--- config.mk ---
export PLATFORM = sky130hd
export DESIGN_NAME = dcache_ctrl
export DESIGN_NICKNAME = d
export VERILOG_FILES = /design/src/rtl/dcache_ctrl.sv
export SDC_FILE = /design/constraint.sdc
export NUM_CORES = 2
export LEC_CHECK = 0
export CORE_ASPECT_RATIO = 1.1
export CORE_UTILIZATION = 25
export DETAILED_ROUTE_END_ITERATION = 6
export PLACE_DENSITY = 0.4
export SLEW_MARGIN = 20
export SYNTH_ARGS = -nofsm -noshare
export SYNTH_HDL_FRONTEND = slang
export SYNTH_SLANG_ARGS = --single-unit
export TNS_END_PERCENT = 20
--- constraint.sdc ---
create_clock -name clk -period 5.4 [get_ports clk]
set_input_delay 0.81 -clock clk [delete_from_list [all_inputs] [get_ports clk]]
set_output_delay 0.81 -clock clk [all_outputs]
set_load 0.01 [all_outputs]
--- src/rtl/dcache_ctrl.sv ---
// rtl/dcache_ctrl.sv - direct-mapped write-back data cache controller, 4 words per line.
// Optional hit/request statistics counters are enabled with the DCACHE_STATS_EN macro.
module dcache_ctrl #(
    parameter int INDEX_W = 5
) (
    input  logic        clk,
    input  logic        rst,
    input  logic        req_rd,
    input  logic        req_wr,
    input  logic [15:0] addr,
    input  logic [15:0] wdata,
    output logic [15:0] rdata,
    output logic        done,
    output logic        stall,
    output logic        hit,
    output logic        err,
    output logic        mem_req,
    output logic        mem_wr,
    output logic [15:0] mem_addr,
    output logic [15:0] mem_wdata,
    input  logic        mem_ack,
    input  logic [15:0] mem_rdata
`ifdef DCACHE_STATS_EN
    ,
    output logic [15:0] stat_req,
    output logic [15:0] stat_hit
`endif
);

    localparam int LINES = 1 << INDEX_W;
    localparam int TAG_W = 13 - INDEX_W;

    typedef enum logic [1:0] {IDLE, COMPARE, WB, FILL} state_t;

    state_t state, next_state;

    logic [15:0]        data_mem [LINES*4];
    logic [TAG_W-1:0]   tag_mem  [LINES];
    logic [LINES-1:0]   valid;
    logic [LINES-1:0]   dirty;

    logic [15:1]        a_q;
    logic [15:0]        wd_q;
    logic               op_wr;
    logic               filled;
    logic [1:0]         cnt;
    logic               err_q;

    logic [TAG_W-1:0]   a_tag;
    logic [INDEX_W-1:0] a_idx;
    logic [1:0]         a_word;
    logic               line_hit;
    logic               victim_dirty;
    logic               accept;
    logic               bad_req;
    logic               last_ack;

    assign a_tag        = a_q[15:3+INDEX_W];
    assign a_idx        = a_q[2+INDEX_W:3];
    assign a_word       = a_q[2:1];
    assign line_hit     = valid[a_idx] && (tag_mem[a_idx] == a_tag);
    assign victim_dirty = valid[a_idx] && dirty[a_idx];
    assign accept       = (state == IDLE) && (req_rd ^ req_wr) && !addr[0];
    assign bad_req      = (state == IDLE) && ((req_rd && req_wr) || ((req_rd ^ req_wr) && addr[0]));
    assign last_ack     = mem_ack && (cnt == 2'd3);
    assign err          = err_q;

    always_ff @(posedge clk) begin
        if (rst) begin
            state <= IDLE;
        end else begin
            state <= next_state;
        end
    end

    always_comb begin
        next_state = state;
        done       = 1'b0;
        hit        = 1'b0;
        rdata      = 16'h0000;
        mem_req    = 1'b0;
        mem_wr     = 1'b0;
        mem_addr   = 16'h0000;
        mem_wdata  = 16'h0000;
        stall      = (state != IDLE);
        case (state)
            IDLE: begin
                if (accept) next_state = COMPARE;
            end
            COMPARE: begin
                if (line_hit) begin
                    done       = 1'b1;
                    hit        = !filled;
                    rdata      = data_mem[{a_idx, a_word}];
                    next_state = IDLE;
                end else if (victim_dirty) begin
                    next_state = WB;
                end else begin
                    next_state = FILL;
                end
            end
            WB: begin
                mem_req   = 1'b1;
                mem_wr    = 1'b1;
                mem_addr  = {tag_mem[a_idx], a_idx, cnt, 1'b0};
                mem_wdata = data_mem[{a_idx, cnt}];
                if (last_ack) next_state = FILL;
            end
            FILL: begin
                mem_req  = 1'b1;
                mem_addr = {a_tag, a_idx, cnt, 1'b0};
                if (last_ack) next_state = COMPARE;
            end
            default: next_state = IDLE;
        endcase
    end

    always_ff @(posedge clk) begin
        if (rst) begin
            valid  <= '0;
            dirty  <= '0;
            cnt    <= 2'd0;
            err_q  <= 1'b0;
            filled <= 1'b0;
            op_wr  <= 1'b0;
            a_q    <= '0;
            wd_q   <= 16'h0000;
        end else begin
            err_q <= bad_req;
            if (accept) begin
                a_q    <= addr[15:1];
                wd_q   <= wdata;
                op_wr  <= req_wr;
                filled <= 1'b0;
            end
            if ((state == WB || state == FILL) && mem_ack) cnt <= cnt + 2'd1;
            // The line is invalid while its words are being replaced.
            if (next_state == FILL && state != FILL) begin
                valid[a_idx] <= 1'b0;
                filled       <= 1'b1;
            end
            if (state == FILL && last_ack) begin
                valid[a_idx] <= 1'b1;
                dirty[a_idx] <= 1'b0;
            end
            if (state == COMPARE && line_hit && op_wr) dirty[a_idx] <= 1'b1;
        end
    end

    always_ff @(posedge clk) begin
        if (state == FILL && mem_ack) data_mem[{a_idx, cnt}] <= mem_rdata;
        if (state == FILL && last_ack) tag_mem[a_idx] <= a_tag;
        if (state == COMPARE && line_hit && op_wr) data_mem[{a_idx, a_word}] <= wd_q;
    end

`ifdef DCACHE_STATS_EN
    always_ff @(posedge clk) begin
        if (rst) begin
            stat_req <= 16'h0000;
            stat_hit <= 16'h0000;
        end else begin
            if (accept && stat_req != 16'hFFFF) stat_req <= stat_req + 16'd1;
            if (done && hit && stat_hit != 16'hFFFF) stat_hit <= stat_hit + 16'd1;
        end
    end
`endif

endmodule

==> metrics.txt <==
status=finished, final reports clean; Hold Path Class=primary input to flop; Gate power share=0.088; switch share=0.239; root buf cell=clkbuf_16; total CTS buffers=282; Avg Cell Area, Syn=21.3 µm²; FF+latch count, synth=2413; Layout Cells excl Fill=11656; Rows=254; Slew headroom=0.197; post-synthesis cell area=109000 µm²; most frequent cells after synthesis=edfxtp_1 (2304), mux4_2 (1367), clkbuf_1 (242); fmax=186 MHz; routed vias/inst=5.13; Total Wirelength=415000 µm; crit path capture type=primary output; fill count=41752; asr flop ratio synth=0; Netlist cell types=51; VDD IR max=0.195 mV; Worst setup SP type=flop; Tmin final=5.38 ns; total leakage power=38.7 nW; clk slew on worst S/H paths=0.06 ns; Internal Power=33.3 mW; maximum clock path buffer count=4; drt wl/cell=35.6 µm; nets=5719; largest net degree at the start of global routing=129; Die Wd=632 µm; drt initial violations=6178; number of global-route vias before repair=62605; CP Class=flop to primary output; dominant synthesized flop cell=edfxtp_1; core area=435000 µm²; area delta synth->final=21.6%; crit path DAT=4.57 ns; CTS tree=done; CP max FO=39; H-tree levels=5; Die Ht=695 µm; Sw Pwr=10.5 mW; largest area contributor in the netlist=edfxtp_1; first-pass GRT wire length=563000 µm; Tightest Pin Transition=1.20 ns; post-route clock period utilization=0.997; Synth top area share=0.633; clk_lat worst skew=0.93 ns; Post-synth EDFFs=2304; Initial Util=0.251; max-cap viol count=0; Seq pwr share=0.469; Mapped Cells=5132; Final Hold Viols=0; Placed Instances=11058; die area=440000 µm²; post-route ant nets=0; GRT overflow=0; Worst Hold Slack=0.446 ns; I/O Buffers=105; Power per Cell Area=330 nW/µm²; Worst Skew=0.0560 ns; YS warnings=0; most numerous cell in the Yosys netlist=edfxtp_1; clock share of power=0.443; gpl congestion=0.789; layout cells sized above 1=0.445; detailed placement HPWL=261000 µm; Pre-antenna DRT Iters=7; DR DRC count=0; top cells by area, synth=edfxtp_1 (63%), mux4_2 (28%), dfxtp_1 (2.0%); GRT Util Overall=0.187; syn_nets=5187; antenna violations before repair=27; RSZ-0062 raised after global routing=yes; sequential fraction of the synthesis area=0.653; post-route core utilization=0.305; via count=59777; Ports=107; max-slew violations=0; Worst EP required=4.59 ns; Setup Viol. Count Final=0; clk sinks=2413
[kinds of logic after synthesis]
logic type / count (synthesis) / share of synthesized area
multiplexers: 1465 / 0.291
AO/OA/AOI/OAI: 365 / 0.0211
flip-flops: 2413 / 0.653
buffers and inverters: 426 / 0.0150
XOR/XNOR: 9 / 0.000721
AND/OR/NAND/NOR: 451 / 0.0189
other: 1 / 0.0000343
adder cells (fa/ha/maj): 2 / 0.000229
[power by group through the flow]
stage	sequential [mW]	combinational [mW]	clock, mW
4_1_cts	20.6	3.86	19.9
2_1_floorplan	20.9	1.95	0
3_3_place_gp	21.0	3.69	0
6_report	20.6	3.84	19.4
3_5_place_dp	21.0	3.69	0
5_1_grt	20.5	4.01	20.5
[cells in the final DEF, fill, tap and decap left out, types with 18 or more instances in the layout]
master / n
edfxtp_1: 2304
mux4_2: 1367
buf_4: 413
clkbuf_16: 294
nand2_1: 174
nor2_1: 129
buf_12: 107
dfxtp_1: 96
clkdlybuf4s50_1: 83
a21oi_2: 78
clkinv_2: 61
mux2i_1: 61
a21oi_4: 58
a21oi_1: 46
clkinv_1: 46
clkbuf_1: 40
o31a_1: 32
bufinv_16: 27
a22oi_1: 25
buf_16: 25
o22ai_1: 23
nand2b_1: 21
or3b_2: 19
nor2b_1: 18
[worst paths after layout]
check | startpoint | end | slack (ns) | cells past startpoint
min reg2reg | wd_q[6] | wd_q[6] | 0.46 | 2
max reg2reg | flop | data_mem[116][7] | 0.82 | 14
max | cnt[1] | mem_wdata[9] | 0.02 | 10
min | wdata[12] | wd_q[12] | 0.45 | 3
[sequential cells by signal, indices dropped and copies added, names as in the netlist, named ones only]
register and cells:
data_mem 2048, tag_mem 256, valid 32, dirty 31, wd_q 16, a_q 15
cnt 2, state 2, err 1, filled 1, op_wr 1
[per-layer routing]
layer | part of all wire | up-vias | GRT usage
met4 | 0.029 | 2 | 0.0491
met2 | 0.50 | 1941 | 0.317
met5 | 0.000031 | - | 0
li1 | - | 23627 | -
met1 | 0.42 | 33767 | 0.250
met3 | 0.052 | 440 | 0.0260
[cell type report]
class	instances	area [µm²]	share of cell area
flip-flops and latches	2413	71400	0.537
multi-input cells	2293	37700	0.283
clock buffers	335	7460	0.0562
repair buffers	667	7360	0.0554
well taps	5760	7210	0.0542
clock inverters	170	1730	0.0130
inverters	7	27.5	0.000207
diodes	11	27.5	0.000207
[through the flow]
step           cell area (µm²)  setup TNS (ns)  total power [mW]  worst slack [ns]
4_1_cts                 132000          -0.638              44.3            -0.136
3_3_place_gp            122000               0              24.7             0.104
5_1_grt                 133000         -0.0512              45.1           -0.0477
2_1_floorplan           109000               0              22.9              1.19
3_5_place_dp            122000               0              24.7             0.135
6_report                133000               0              43.8            0.0157
[critical path: stages (launching register included)]
cell and delay [ns]:
dfxtp_4 0.41, buf_12 0.13, buf_12 0.12, buf_4 0.14, buf_12 0.25, mux4_2 0.36
mux4_2 0.65, a22o_1 0.24, a221oi_1 0.28, a31oi_1 0.22, clkdlybuf4s50_1 0.77
[what timing repair did]
| action | CTS | global route |
|---|---|---|
| pin swaps | 2 | 4 |
| hold buffers | 0 | 0 |
| cloned | 5 | 5 |
| buffers inserted | 38 | 34 |
| endpoints found under the setup margin | 34 | 10 |
| resized for setup | 107 | 25 |
| endpoints found under the hold margin | 0 | 0 |
No activity file was read; power rests on OpenSTA's default activity.
